--- config.mk ---
export PLATFORM = sky130hd
export DESIGN_NAME = rv32_decode_stage
export DESIGN_NICKNAME = d
export VERILOG_FILES = /design/src/rtl/rv32_pkg.sv /design/src/rtl/rv32_opcode_decode.sv /design/src/rtl/rv32_decode_stage.sv
export SDC_FILE = /design/constraint.sdc
export NUM_CORES = 1
export LEC_CHECK = 0
export CAP_MARGIN = 20
export CORE_UTILIZATION = 45
export CTS_BUF_LIST = sky130_fd_sc_hd__clkbuf_4 sky130_fd_sc_hd__clkbuf_8 sky130_fd_sc_hd__clkbuf_16
export DETAILED_ROUTE_END_ITERATION = 8
export GPL_ROUTABILITY_DRIVEN = 0
export PLACE_DENSITY = 0.88
export SETUP_SLACK_MARGIN = 0.5
export SLEW_MARGIN = 25
export SYNTH_ARGS = -nofsm -noshare
export SYNTH_HDL_FRONTEND = slang
export SYNTH_HIERARCHICAL = 1
export SYNTH_SLANG_ARGS = --single-unit
--- constraint.sdc ---
create_clock -name clk -period 1.6 [get_ports clk]
set_input_delay 0.32 -clock clk [delete_from_list [all_inputs] [get_ports clk]]
set_output_delay 0.32 -clock clk [all_outputs]
set_load 0.02 [all_outputs]
--- src/rtl/rv32_pkg.sv ---
`default_nettype none
// ============================================================================
//  Module      : rv32_pkg
//  Description : Shared RV32 decode types. Holds the instruction word type,
//                the immediate-format enumeration, the base opcode values and
//                the decode-stage packet used for the main and skid registers.
//  Revision    : 1.0  initial release
// ============================================================================
package rv32_pkg;

    // Width of the pc field carried in a decode packet.
    localparam int RV32_XLEN = 32;

    typedef logic [31:0] rv32_instr_t;

    // Immediate format of an instruction; R-type carries no immediate.
    typedef enum logic [2:0] {
        RV32_TYPE_R = 3'd0,
        RV32_TYPE_I = 3'd1,
        RV32_TYPE_S = 3'd2,
        RV32_TYPE_B = 3'd3,
        RV32_TYPE_U = 3'd4,
        RV32_TYPE_J = 3'd5
    } rv32_type_enum_t;

    // Base opcodes, instr[6:0].
    localparam logic [6:0] RV32_OPC_LUI      = 7'b0110111;
    localparam logic [6:0] RV32_OPC_AUIPC    = 7'b0010111;
    localparam logic [6:0] RV32_OPC_JAL      = 7'b1101111;
    localparam logic [6:0] RV32_OPC_JALR     = 7'b1100111;
    localparam logic [6:0] RV32_OPC_BRANCH   = 7'b1100011;
    localparam logic [6:0] RV32_OPC_LOAD     = 7'b0000011;
    localparam logic [6:0] RV32_OPC_STORE    = 7'b0100011;
    localparam logic [6:0] RV32_OPC_OP_IMM   = 7'b0010011;
    localparam logic [6:0] RV32_OPC_OP       = 7'b0110011;
    localparam logic [6:0] RV32_OPC_MISC_MEM = 7'b0001111;
    localparam logic [6:0] RV32_OPC_SYSTEM   = 7'b1110011;

    // One buffered, already-decoded instruction.
    typedef struct packed {
        rv32_instr_t           instr;
        logic [RV32_XLEN-1:0]  pc;
        rv32_type_enum_t       imm_type;
        logic [4:0]            rd;
        logic [4:0]            rs1;
        logic [4:0]            rs2;
        logic                  illegal;
    } rv32_id_pkt_t;

    function automatic logic [6:0] rv32_opcode(input rv32_instr_t instr);
        return instr[6:0];
    endfunction

endpackage : rv32_pkg
`default_nettype wire

--- src/rtl/rv32_opcode_decode.sv ---
`default_nettype none
// ============================================================================
//  Module      : rv32_opcode_decode
//  Description : Purely combinational opcode classifier. Maps an RV32 base
//                instruction to its immediate format and flags encodings that
//                are not supported (compressed space or unknown opcode).
//  Ports       : instr    in   instruction word
//                imm_type out  immediate format (I when illegal)
//                illegal  out  unsupported encoding
//  Revision    : 1.0  initial release
// ============================================================================
module rv32_opcode_decode
    import rv32_pkg::*;
(
    input  rv32_instr_t     instr,
    output rv32_type_enum_t imm_type,
    output logic            illegal
);

    always_comb begin
        imm_type = RV32_TYPE_I;
        illegal  = 1'b0;
        // Anything outside the 32-bit encoding space is rejected up front,
        // whatever its opcode bits happen to look like.
        if (instr[1:0] != 2'b11) begin
            illegal = 1'b1;
        end else begin
            case (rv32_opcode(instr))
                RV32_OPC_LUI,
                RV32_OPC_AUIPC:    imm_type = RV32_TYPE_U;
                RV32_OPC_JAL:      imm_type = RV32_TYPE_J;
                RV32_OPC_BRANCH:   imm_type = RV32_TYPE_B;
                RV32_OPC_STORE:    imm_type = RV32_TYPE_S;
                RV32_OPC_JALR,
                RV32_OPC_LOAD,
                RV32_OPC_OP_IMM,
                RV32_OPC_MISC_MEM,
                RV32_OPC_SYSTEM:   imm_type = RV32_TYPE_I;
                RV32_OPC_OP:       imm_type = RV32_TYPE_R;
                default:           illegal  = 1'b1;
            endcase
        end
    end

endmodule : rv32_opcode_decode
`default_nettype wire

--- src/rtl/rv32_decode_stage.sv ---
`default_nettype none
// ============================================================================
//  Module      : rv32_decode_stage
//  Description : IF->ID pipeline stage with a 2-entry skid buffer. Incoming
//                instructions are classified before registering so the main
//                register directly presents instr, pc, immediate format and
//                register fields. if_ready is a flop output with no path from
//                id_ready, yet full throughput is kept with id_ready high.
//  Ports       : clk, rst_n              clock, async active-low reset
//                flush                   drop all buffered and incoming instrs
//                if_valid/if_ready       fetch-side handshake
//                if_instr/if_pc          fetched instruction and its pc
//                id_valid/id_ready       downstream handshake
//                id_instr/id_pc          instruction and pc to later stages
//                id_imm_type             immediate format
//                id_rd/id_rs1/id_rs2     register fields
//                id_illegal              unsupported encoding
//  Revision    : 1.0  initial release
// ============================================================================
module rv32_decode_stage
    import rv32_pkg::*;
#(
    // The packet pc field is RV32_XLEN wide; XLEN is expected to match it.
    parameter int          XLEN        = 32,
    parameter logic [31:0] RESET_INSTR = 32'h0000_0013
) (
    input  logic            clk,
    input  logic            rst_n,
    input  logic            flush,
    input  logic            if_valid,
    output logic            if_ready,
    input  logic [31:0]     if_instr,
    input  logic [XLEN-1:0] if_pc,
    output logic            id_valid,
    input  logic            id_ready,
    output logic [31:0]     id_instr,
    output logic [XLEN-1:0] id_pc,
    output rv32_type_enum_t id_imm_type,
    output logic [4:0]      id_rd,
    output logic [4:0]      id_rs1,
    output logic [4:0]      id_rs2,
    output logic            id_illegal
);

    // Contents held in both data registers while reset is asserted: a nop
    // at pc 0, so downstream sees a harmless instruction even if it looks.
    localparam rv32_id_pkt_t c_reset_pkt = '{
        instr:    RESET_INSTR,
        pc:       '0,
        imm_type: RV32_TYPE_I,
        rd:       RESET_INSTR[11:7],
        rs1:      RESET_INSTR[19:15],
        rs2:      RESET_INSTR[24:20],
        illegal:  1'b0
    };

    rv32_id_pkt_t    r_main;
    rv32_id_pkt_t    r_skid;
    logic            r_main_valid;
    logic            r_skid_valid;
    logic            r_if_ready;

    rv32_id_pkt_t    w_main_nxt;
    rv32_id_pkt_t    w_skid_nxt;
    logic            w_main_valid_nxt;
    logic            w_skid_valid_nxt;

    rv32_id_pkt_t    w_in_pkt;
    rv32_type_enum_t w_in_type;
    logic            w_in_illegal;
    logic            w_accept;
    logic            w_fire;

    // ------------------------------------------------------------------
    // Decode the incoming word so buffered entries are already classified.
    // ------------------------------------------------------------------
    rv32_opcode_decode u_opcode_decode (
        .instr    (if_instr),
        .imm_type (w_in_type),
        .illegal  (w_in_illegal)
    );

    always_comb begin
        w_in_pkt.instr    = if_instr;
        w_in_pkt.pc       = if_pc;
        w_in_pkt.imm_type = w_in_type;
        w_in_pkt.rd       = if_instr[11:7];
        w_in_pkt.rs1      = if_instr[19:15];
        w_in_pkt.rs2      = if_instr[24:20];
        w_in_pkt.illegal  = w_in_illegal;
    end

    assign w_accept = if_valid & r_if_ready;
    assign w_fire   = r_main_valid & id_ready;

    // ------------------------------------------------------------------
    // Buffer next-state. The skid entry is always older than the incoming
    // one, so it is drained into main first; an accept can only coincide
    // with an empty skid because if_ready is low whenever skid is full.
    // Data registers are left untouched when an entry is dropped, so the
    // id_* payload never moves except on a load.
    // ------------------------------------------------------------------
    always_comb begin
        w_main_nxt       = r_main;
        w_skid_nxt       = r_skid;
        w_main_valid_nxt = r_main_valid;
        w_skid_valid_nxt = r_skid_valid;

        if (flush) begin
            w_main_valid_nxt = 1'b0;
            w_skid_valid_nxt = 1'b0;
        end else if (!r_main_valid || w_fire) begin
            if (r_skid_valid) begin
                w_main_nxt       = r_skid;
                w_main_valid_nxt = 1'b1;
                w_skid_valid_nxt = 1'b0;
            end else if (w_accept) begin
                w_main_nxt       = w_in_pkt;
                w_main_valid_nxt = 1'b1;
            end else begin
                w_main_valid_nxt = 1'b0;
            end
        end else if (w_accept) begin
            w_skid_nxt       = w_in_pkt;
            w_skid_valid_nxt = 1'b1;
        end
    end

    always_ff @(posedge clk or negedge rst_n) begin
        if (!rst_n) begin
            r_main       <= c_reset_pkt;
            r_skid       <= c_reset_pkt;
            r_main_valid <= 1'b0;
            r_skid_valid <= 1'b0;
            r_if_ready   <= 1'b1;
        end else begin
            r_main       <= w_main_nxt;
            r_skid       <= w_skid_nxt;
            r_main_valid <= w_main_valid_nxt;
            r_skid_valid <= w_skid_valid_nxt;
            // Registered copy of "skid empty" so if_ready leaves a flop.
            r_if_ready   <= ~w_skid_valid_nxt;
        end
    end

    // ------------------------------------------------------------------
    // Outputs come straight from the main register.
    // ------------------------------------------------------------------
    assign if_ready    = r_if_ready;
    assign id_valid    = r_main_valid;
    assign id_instr    = r_main.instr;
    assign id_pc       = r_main.pc;
    assign id_imm_type = r_main.imm_type;
    assign id_rd       = r_main.rd;
    assign id_rs1      = r_main.rs1;
    assign id_rs2      = r_main.rs2;
    assign id_illegal  = r_main.illegal;

endmodule : rv32_decode_stage
`default_nettype wire

Word level (Yosys, flattened, before mapping)
Cells that the tools add are included.

Memory bits (read-only): 0. Output and inout bits: 85. Memory bits (writable): 0. Bits in latches: 0. Memories: 0. Bits in registers: 169.

Magnitude comparators: 0. Muxes and demuxes: 13. Add/subtract/negate cells: 0. Eq/ne operators: 12. Reductions and logical operators: 8. Div/mod/pow operators: 0. Bitwise operators: 5. Multipliers: 0. Shifts and indexed selects: 0.

Operator list (count): 83-bit two-way mux (2); 7-bit equality test (second input constant) (4); 7-bit by 6-bit equality test with 1-bit output (second input constant) (3); 3-bit case mux with 5 select lines (1); 7-bit by 5-bit equality test with 1-bit output (second input constant) (2); 11-bit OR reduction (1); 1-bit two-way mux (9); 7-bit by 2-bit equality test with 1-bit output (second input constant) (1); 7-bit by 4-bit equality test with 1-bit output (second input constant) (1); 3-bit AND reduction (2); 2-bit nonzero test (2); 3-bit two-way mux (1); 1-bit NOT (3); 1-bit bitwise AND (2); 2-bit inequality test (second input constant) (1); 2-bit OR reduction (1); 1-bit zero test (1); 1-bit logical OR (1).

Depth between registers and ports, before layout
Gate-level depths: netlist of run 1.

Word-level depth: 6. Mapped depth: 6. Gate-level depth less buffers: 5.

Modules after synthesis
Netlist of run 1, hierarchy kept.

Modules (own cells, without submodules): rv32_decode_stage (area an instance 6139.6 um^2, times used 1, seq. area each 3489.6 um^2, cells an instance 390); rv32_opcode_decode (area an instance 102.6 um^2, times used 1, seq. area each 0.0 um^2, cells an instance 17).

Least setup slack after synthesis of run 1
No wires, ideal clock.

Kind: flip-flop to flip-flop. Start point: register r_main_valid, in the netlist id_valid. End point: register r_skid[62] in the netlist's numbering. Buffers on the path: 2. Arrival time: 1.584 ns. Period minus slack after synthesis: 1.712 ns. Setup slack: -0.112 ns. Library setup time: 0.127 ns. Cell stages (with the launch flop): 6. Required time: 1.473 ns. Path through: dfrtp_1 > or3b_4 > nor2_4 > buf_6 > buf_12 > mux2_1.

Longest elaborated chain between the ends: 4.

Ends and longest elaborated chain: start, declared (RTL line rv32_decode_stage.sv:59) `logic r_main_valid;`; start signal, assigned (RTL line rv32_decode_stage.sv:139) `r_main_valid <= w_main_valid_nxt;`; 1-bit bitwise AND / 1-bit zero test (equally long branches) (RTL line rv32_decode_stage.sv:94, rv32_decode_stage.sv:112); 1-bit logical OR * (RTL line rv32_decode_stage.sv:112) `end else if (!r_main_valid || w_fire) begin`; 1-bit NOT (no line) *; 3-bit AND reduction (no line) *; end signal, assigned (RTL line rv32_decode_stage.sv:132) `r_skid <= c_reset_pkt;`; end signal, assigned (RTL line rv32_decode_stage.sv:138) `r_skid <= w_skid_nxt;`; end, declared (RTL line rv32_decode_stage.sv:58) `rv32_id_pkt_t r_skid;`.

Every way passes the cells marked *; elsewhere a longest branch is shown, timed or not. A chain may end at the register's enable or synchronous reset.

Worst setup path after layout of run 1
Start point: register r_main_valid, in the netlist id_valid. End point: register r_skid[26] in the netlist's numbering.

Same word-level chain as after synthesis.

==> results.yml, run 1 <==
synth:
  synth_edf_count: 0
  syn_area_um2: 6240
  synth_area_leaders: "dfrtp_1, mux2_2, dfstp_2, mux2_1, buf_4"
  synth_fp_nets: 476
  synth_top_area_share_pct: 52.1
  yosys_register_bits: 139
  yosys_warnings: 6
  syn_avg_cell_area_um2: 15.3
  async_flop_share_pct: 100
  synth_ff_type: "dfrtp_1"
  yosysUniqueCellTypes: 28
  yosysMostFrequentCell: "mux2_2"
  synth_top_cells_by_count: "mux2_2, dfrtp_1, buf_4, mux2_1, dfstp_2"
  syn_inst: 407
  synth_top_area_cell: "dfrtp_1"
  yosysSeqAreaShare_pct: 55.9
cells_and_area:
  fin_nets: 674
  fillCellCount: 847
  drive_above_1_share_pct: 64.9
  seqCellArea_um2: 3490
  multi_input_area_um2: 2800
  fin_cells: 794
  antennaDiodeCount: 0
  synthToLayoutAreaGrowth_pct: 52.2
cts:
  clk_latency_ns: 0.41
  clk_pin_slew_ns: 0.06
  root_buffer: "clkbuf_16"
  numCtsBuffers: 17
  cts.sinks: 139
  cts_tree: "yes"
  cts_max_path_buffers: 2
  htreeDepth: 4
power_and_ir_drop:
  ir_worst_vdd_mv: 0.783
  power.total_mw: 12.4
  p_leak_nw: 4.23
  power.density_nw_per_um2: 1300
critical_path:
  start_kind: "flip-flop"
  end_kind: "flip-flop"
  path_class: "flip-flop to flip-flop"
  critPathMaxStageDelay_ns: 0.40
  cp_top_family: "simple AND/OR/NAND/NOR gates"
  cp_data_arrival_time_ns: 2.03
  path_buf_inv: 1
  cp_slowest_cell: "or3b_4"
  cp_data_required_time_ns: 1.89
  crit_chain: "or3b_4 -> nor2_4 -> buf_12 -> mux2_2"
  crit_fanout: 35
sta:
  fmax_ghz: 0.575
  fin_crit_sh_pct: 109
  rsz0062_at_grt: "true"
  slew_headroom_pct: 77.2
  clock_skew_ns: 0.00934
  hold_viol: 0
  setup_slack_ns: -0.140
  finalCriticalPeriod_ns: 1.74
  drv_slew: 0
  tightestPinTransition_ns: 0.338
  setup_viol_count_final: 136
floorplanning:
  core_area_um2: 13400
  die_h_um: 120
  die_area_um2: 14300
  start_util_pct: 46.6
  pin_count: 154
  die_w_um: 120
  row_count: 42
grt:
  gr-total-overflow: 0
  antenna_found_initial: 0
  grt_pass1_vias: 4497
  grt_max_degree: 40
  grt_usage_pct: 21.4
  grt_first_pass_wirelength_um: 23400
run_status:
  failed_checks: "setup timing"
  status: "finished with violations"
placement:
  portBuffers: 153
  dp_cells: 725
  dp_hpwl_um: 9140
route:
  drt-wirelength-per-cell_um: 19.6
  drc_errors: 0
  num_vias: 4084
  drtIter0Drc: 128
  vias_per_cell: 5.14
  routed_wl_um: 15600
  final_antenna_net_count: 0
  first_pass_iters: 4
min_path:
  hold_class: "input port to asynchronous set/reset pin"
job:
  max_cap_viol_count: 0
sequential cells by signal, summed over array words and instances (netlist names):
signal and count:
if_ready 1, id_instr 32, r_skid 68, id_illegal 1, id_pc 32, id_valid 1, r_skid_valid 1, id_imm_type 3
power breakdown:
group          switching (mW)  leakage, nW  internal [mW]  total (mW)
combinational            1.32         2.29           2.23        3.54
sequential              0.587         1.66           4.39        4.98
clock                    1.45        0.287           2.40        3.85
total                    3.36         4.23           9.02        12.4
path summary, 6_finish.rpt:
| check | start | to | slack [ns] | cells past startpoint |
|---|---|---|---|---|
| hold / removal | rst_n | id_instr[25] | 0.35 | 2 |
| setup reg to reg | id_valid | r_skid[26] | -0.14 | 4 |
| max in group asynchronous | rst_n | r_skid[51] | 0.63 | 3 |
| hold reg to reg | r_skid[56] | r_skid[56] | 0.50 | 1 |
| setup / recovery | id_valid | r_skid[26] | -0.14 | 4 |
| min in group clk | r_skid[56] | r_skid[56] | 0.50 | 1 |
kinds of logic (layout without fill, tap and decap cells):
family	count (synthesis)	after routing	synth area share [%]
buf+inv	39	250	4.63
compound gates	5	5	0.541
flops	139	139	55.9
mux	205	205	37.0
simple gates	19	19	1.96
metal layers:
layer  global-route usage [%]  vias up  routed length, um
met1                     25.8     2105               6600
met5                        0        -                  0
met3                     4.56       15                528
met4                     7.81        0                244
met2                     37.7      121               8220
li1                         -     1843                  -
cell usage in the layout (no fill, tap or decap), types with 3 or more instances in the layout:
| master | count |
|---|---|
| clkbuf_16 | 20 |
| buf_6 | 87 |
| dfrtp_1 | 128 |
| clkdlybuf4s50_1 | 66 |
| nand2_1 | 4 |
| buf_4 | 42 |
| clkinv_2 | 6 |
| mux2_2 | 118 |
| buf_12 | 10 |
| dfstp_2 | 9 |
| clkbuf_8 | 3 |
| clkinvlp_4 | 3 |
| mux2_4 | 86 |
| buf_16 | 4 |
metrics by stage:
stage | hold slack (ns) | instance area, um^2 | setup TNS, ns | setup WS [ns] | util, %
final | 0.347 | 9500 | -11.01 | -0.140 | 70.9
after global routing | 0.357 | 9500 | -16.29 | -0.167 | 70.9
after CTS | 0.340 | 9060 | -5.80 | -0.0849 | 67.6
after detailed placement | 0.211 | 8100 | -57.58 | -0.527 | 60.5
after global placement | 0.214 | 8100 | -52.55 | -0.475 | 60.5
after floorplan | 0.0244 | 6320 | -3.29 | -0.0912 | -
what timing repair did:
| action | CTS | global route |
|---|---|---|
| endpoints found under the setup margin | 224 | 224 |
| hold endpoints to repair | 21 | 0 |
| gates cloned | 4 | 4 |
| hold buffers | 1 | 0 |
| pin swaps | 1 | 3 |
| setup buffers | 12 | 16 |
| resized for setup | 519 | 64 |
cell type report:
cell class | count | area share (%)
clock inverter | 12 | 1.28
timing repair buffer | 216 | 25.2
clock buffer | 20 | 4.91
inverter | 2 | 0.0790
sequential | 139 | 36.8
multi-input combinational | 229 | 29.5
tap | 176 | 2.32
(Power assumes the default switching activity.)
==> run 2, diff against run 1 <==
Settings changed: PLACE_DENSITY 0.88 to 0.8.
==> run 2 against run 1 <==
  * The flow still finishes with violations (setup timing)
  * Clock power rose by 7.3%
  * Wire length increased by 8.3%
  * Register-to-register slack worse by 0.05 ns
  * Via count is 3.3% higher
  * First-iteration DRC count up 51%
  * Final area up 5.3%
  * Critical path depth rose by 1
  * Clock skew grew 0.0075 ns
  * Critical endpoint is now r_skid[62]
  * Highest routed layer unchanged
==> results.yml, run 2 (same netlist as run 1, synthesis figures left out) <==
grt:
  grt_first_pass_wirelength_um: 23000
  grt_pass1_vias: 4409
  grt_max_degree: 44
  grt_usage_pct: 20.8
  antenna_found_initial: 0
  gr-total-overflow: 0
route:
  routed_wl_um: 16900
  num_vias: 4218
  maxUsedRoutingLayer: "met4"
  vias_per_cell: 5.21
  final_antenna_net_count: 0
  wl_met3_um: 715
  drt-wirelength-per-cell_um: 20.9
  drc_errors: 0
  first_pass_iters: 4
  dr_wl_met2_um: 8310
  wl_met1_um: 7530
  drtIter0Drc: 193
sta:
  clock_skew_ns: 0.0168
  rsz0062_at_grt: "true"
  finalCriticalPeriod_ns: 1.79
  drv_slew: 0
  setup_viol_count_final: 136
  slew_headroom_pct: 75.7
  setup_slack_ns: -0.189
  fin_crit_sh_pct: 112
  tightestPinTransition_ns: 0.360
  hold_viol: 0
  fmax_ghz: 0.559
floorplanning:
  row_count: 42
  pin_count: 154
  core_area_um2: 13400
  die_w_um: 120
  die_area_um2: 14300
  start_util_pct: 46.6
  die_h_um: 120
critical_path:
  start_kind: "flip-flop"
  path_class: "flip-flop to flip-flop"
  cp_slowest_cell: "or3b_4"
  cp_top_family: "simple AND/OR/NAND/NOR gates"
  cp_data_required_time_ns: 1.88
  critPathMaxStageDelay_ns: 0.40
  crit_chain: "or3b_4 -> nor2_4 -> buf_6 -> clkbuf_16 -> mux2_1"
  crit_fanout: 8
  cp_data_arrival_time_ns: 2.06
  path_buf_inv: 2
  end_kind: "flip-flop"
cts:
  cts_max_path_buffers: 2
  clk_latency_ns: 0.41
  root_buffer: "clkbuf_16"
  clk_pin_slew_ns: 0.06
  cts.sinks: 139
  numCtsBuffers: 17
  htreeDepth: 4
  cts_tree: "yes"
cells_and_area:
  final_cell_mix: "dfrtp_1, mux2_4, buf_6, mux2_2, clkdlybuf4s50_1"
  largest_reg_flops: 68
  final_common_cell: "dfrtp_1"
  utilization_pct: 74.6
  regMostFlops: "r_skid"
  synthToLayoutAreaGrowth_pct: 60.2
  drive_above_1_share_pct: 65.7
  fin_nets: 689
  antennaDiodeCount: 0
placement:
  pre_cts_slack_ns: -0.489
  portBuffers: 153
  dp_hpwl_um: 8730
power_and_ir_drop:
  p_leak_nw: 4.52
  power.density_nw_per_um2: 1290
  ir_worst_vdd_mv: 0.800
job:
  max_cap_viol_count: 0
run_status:
  status: "finished with violations"
  failed_checks: "setup timing"
min_path:
  hold_class: "input port to flip-flop"
## run 2: cell count changes in the layout (fill, tap and decap cells not counted), moves of 3 or more
cell,change
clkinv_2,-4
clkbuf_4,+4
mux2_2,-33
clkbuf_16,+7
buf_12,+3
buf_6,+7
mux2_4,+31
## run 2: report_power, final
group | internal (mW) | switching, mW | total [mW]
combinational | 2.41 | 1.38 | 3.79
sequential | 4.40 | 0.604 | 5.00
clock | 2.73 | 1.41 | 4.13
total | 9.53 | 3.39 | 12.9
## run 2: final cells by class
class	instances	area [um^2]
sequential	139	3490
fill	796	3400
multi-input combinational	229	2930
timing repair buffer	231	2720
clock buffer	26	524
tap	176	220
clock inverter	6	108
inverter	2	7.51
## run 2: timing repair
action	4_1_cts	5_1_grt
hold endpoints to repair	20	0
gates cloned	4	12
setup endpoints to repair	224	224
gates resized for setup	512	124
pin swaps	0	1
setup buffers	24	14
hold buffers	1	0
## run 2: worst register-to-register path: stages, from the launching register on
cell	delay (ns)
dfrtp_2	0.37
or3b_4	0.40
nor2_4	0.18
buf_6	0.17
clkbuf_16	0.17
mux2_1	0.34
## run 2: worst paths after layout
check / start / slack [ns] / depth (start not counted) / end
hold / removal: if_instr[4] / 0.29 / 2 / r_skid[55]
setup reg to reg: id_valid / -0.19 / 5 / r_skid[62]
setup / recovery: id_valid / -0.19 / 5 / r_skid[62]
max in group asynchronous: rst_n / 0.66 / 3 / id_instr[4]
hold reg to reg: r_skid[63] / 0.50 / 1 / r_skid[63]
min in group asynchronous: rst_n / 0.38 / 2 / r_skid[81]
## run 2: layer usage
layer	GRT usage [%]	vias up
met5	0	-
met4	8.28	0
met3	4.66	25
met2	34.0	144
met1	26.9	2177
li1	-	1872
## run 2: stage by stage
stage          total power, mW  hold WS (ns)  area, um^2  TNS, ns  cells
3_5_place_dp              7.83         0.212        8070   -57.66    722
2_1_floorplan             6.49        0.0244        6320    -3.29    407
3_3_place_gp              7.70         0.207        8070   -53.97    722
6_report                  12.9         0.293       10000   -14.43    809
4_1_cts                   12.3         0.363        9140    -9.11    783
5_1_grt                   13.4         0.324       10000   -18.28    809
==> run 3, diff against run 2 <==
Settings changed: RECOVER_POWER from default to 50.
==> run 3 against run 2 <==
  * The flow still finishes with violations (setup timing)
  * Final area decreased by 0.46%
  * Total power decreased by 0.13%
  * Highest routed layer unchanged
  * Critical path depth unchanged
  * Count of clock-buffer cells in the layout unchanged
==> results.yml, run 3 (same netlist as run 1, synthesis figures left out) <==
route:
  drt-wirelength-per-cell_um: 20.8
  routed_wl_um: 16800
  vias_per_cell: 5.21
  final_antenna_net_count: 0
  num_vias: 4212
  first_pass_iters: 4
  drc_errors: 0
  drtIter0Drc: 171
placement:
  dp_cells: 722
  portBuffers: 153
  dp_hpwl_um: 8730
  place_area_um2: 8070
power_and_ir_drop:
  internal_power_mw: 9.52
  clkPwrFrac_pct: 32.0
  power_frac_seq_pct: 38.7
  p_sw_mw: 3.39
  p_leak_nw: 4.50
  swShare_pct: 26.2
  power.density_nw_per_um2: 1300
  power.total_mw: 12.9
  comb_power_share_pct: 29.3
  ir_worst_vdd_mv: 0.799
cells_and_area:
  multi_input_area_um2: 2930
  drive_above_1_share_pct: 65.7
  fin_nets: 689
  synthToLayoutAreaGrowth_pct: 59.5
  seqCellArea_um2: 3490
  final_common_cell: "dfrtp_1"
  antennaDiodeCount: 0
  fin_cells: 809
  fin_area_um2: 9950
  largest_reg_flops: 68
  fillCellCount: 803
  regMostFlops: "r_skid"
  final_cell_mix: "dfrtp_1, mux2_4, buf_6, mux2_2, clkdlybuf4s50_1"
sta:
  setup_viol_count_final: 136
  setup_slack_ns: -0.188
  tightestPinTransition_ns: 0.653
  clock_skew_ns: 0.0168
  slew_headroom_pct: 56.5
  drv_slew: 0
  fin_hold_ws_ns: 0.293
  finalCriticalPeriod_ns: 1.79
  hold_viol: 0
  rsz0062_at_grt: "true"
  fmax_ghz: 0.559
  fin_crit_sh_pct: 112
  tns_ns: -14.43
cts:
  numCtsBuffers: 17
  cts.sinks: 139
  cts_max_path_buffers: 2
  clk_latency_ns: 0.41
  clk_pin_slew_ns: 0.06
  htreeDepth: 4
  root_buffer: "clkbuf_16"
  cts_tree: "yes"
critical_path:
  path_class: "flip-flop to flip-flop"
  critPathMaxStageDelay_ns: 0.40
  end_kind: "flip-flop"
  crit_fanout: 8
  regToRegSetupSlack_ns: -0.19
  cp_data_arrival_time_ns: 2.06
  start_kind: "flip-flop"
  cp_top_family: "simple AND/OR/NAND/NOR gates"
  crit_chain: "or3b_4 -> nor2_4 -> buf_6 -> clkbuf_16 -> mux2_1"
  path_buf_inv: 2
  cp_data_required_time_ns: 1.88
  cp_slowest_cell: "or3b_4"
grt:
  grt_pass1_vias: 4409
  grt_max_degree: 44
  gr-total-overflow: 0
  grt_first_pass_wirelength_um: 23000
  antenna_found_initial: 0
  grt_usage_pct: 20.8
min_path:
  hold_class: "input port to flip-flop"
floorplanning:
  die_h_um: 120
  core_area_um2: 13400
  row_count: 42
  pin_count: 154
  start_util_pct: 46.6
  die_w_um: 120
  die_area_um2: 14300
run_status:
  failed_checks: "setup timing"
  status: "finished with violations"
job:
  max_cap_viol_count: 0
## run 3: changes by cell type in the layout (fill, tap and decap cells not counted), sizes merged
| cell | change |
|---|---|
| buf | -5 |
| clkbuf | +5 |
## run 3: worst paths after layout
check,start,end,cells after the start
max reg2reg,id_valid,r_skid[62],5
max,id_valid,r_skid[62],5
max in group asynchronous,rst_n,if_ready,3
min,if_instr[4],r_skid[55],2
min in group asynchronous,rst_n,r_skid[81],2
min reg2reg,r_skid[75],r_skid[75],1
## run 3: per-layer routing
layer / vias to the layer above / GRT usage [%] / share of wire [%]
met1: 2176 / 26.9 / 44
li1: 1871 / - / -
met2: 144 / 34.0 / 49
met3: 21 / 4.66 / 4.3
met4: 0 / 8.28 / 1.9
met5: - / 0 / 0
## run 3: per-stage QoR
| step | util (%) | setup slack, ns |
|---|---|---|
| finish | 74.3 | -0.188 |
| global route | 74.3 | -0.215 |
| CTS | 68.2 | -0.106 |
| detailed placement | 60.2 | -0.489 |
| global placement | 60.2 | -0.464 |
| floorplan | - | -0.0912 |
## run 3: power groups by stage
stage | sequential [mW] | combinational (mW) | clock, mW
after detailed placement | 4.90 | 2.93 | 0
final | 5.00 | 3.78 | 4.13
after global placement | 4.84 | 2.86 | 0
after global routing | 5.08 | 3.97 | 4.36
after floorplan | 5.21 | 1.28 | 0
after CTS | 4.92 | 3.22 | 4.18
## run 3: timing repair
action / in CTS / in global routing
setup endpoints to repair: 224 / 224
setup buffers: 24 / 14
hold buffers: 1 / 0
resized for setup: 512 / 124
gates cloned: 4 / 12
hold endpoints to repair: 20 / 0
pin swaps: 0 / 1
## run 3: layout make-up
cell class	instances	share of cell area, %
well taps	176	2.21
clock buffers	26	5.27
multi-input cells	229	29.4
repair buffers	231	26.8
inverters	2	0.0754
flip-flops and latches	139	35.1
clock inverters	6	1.08
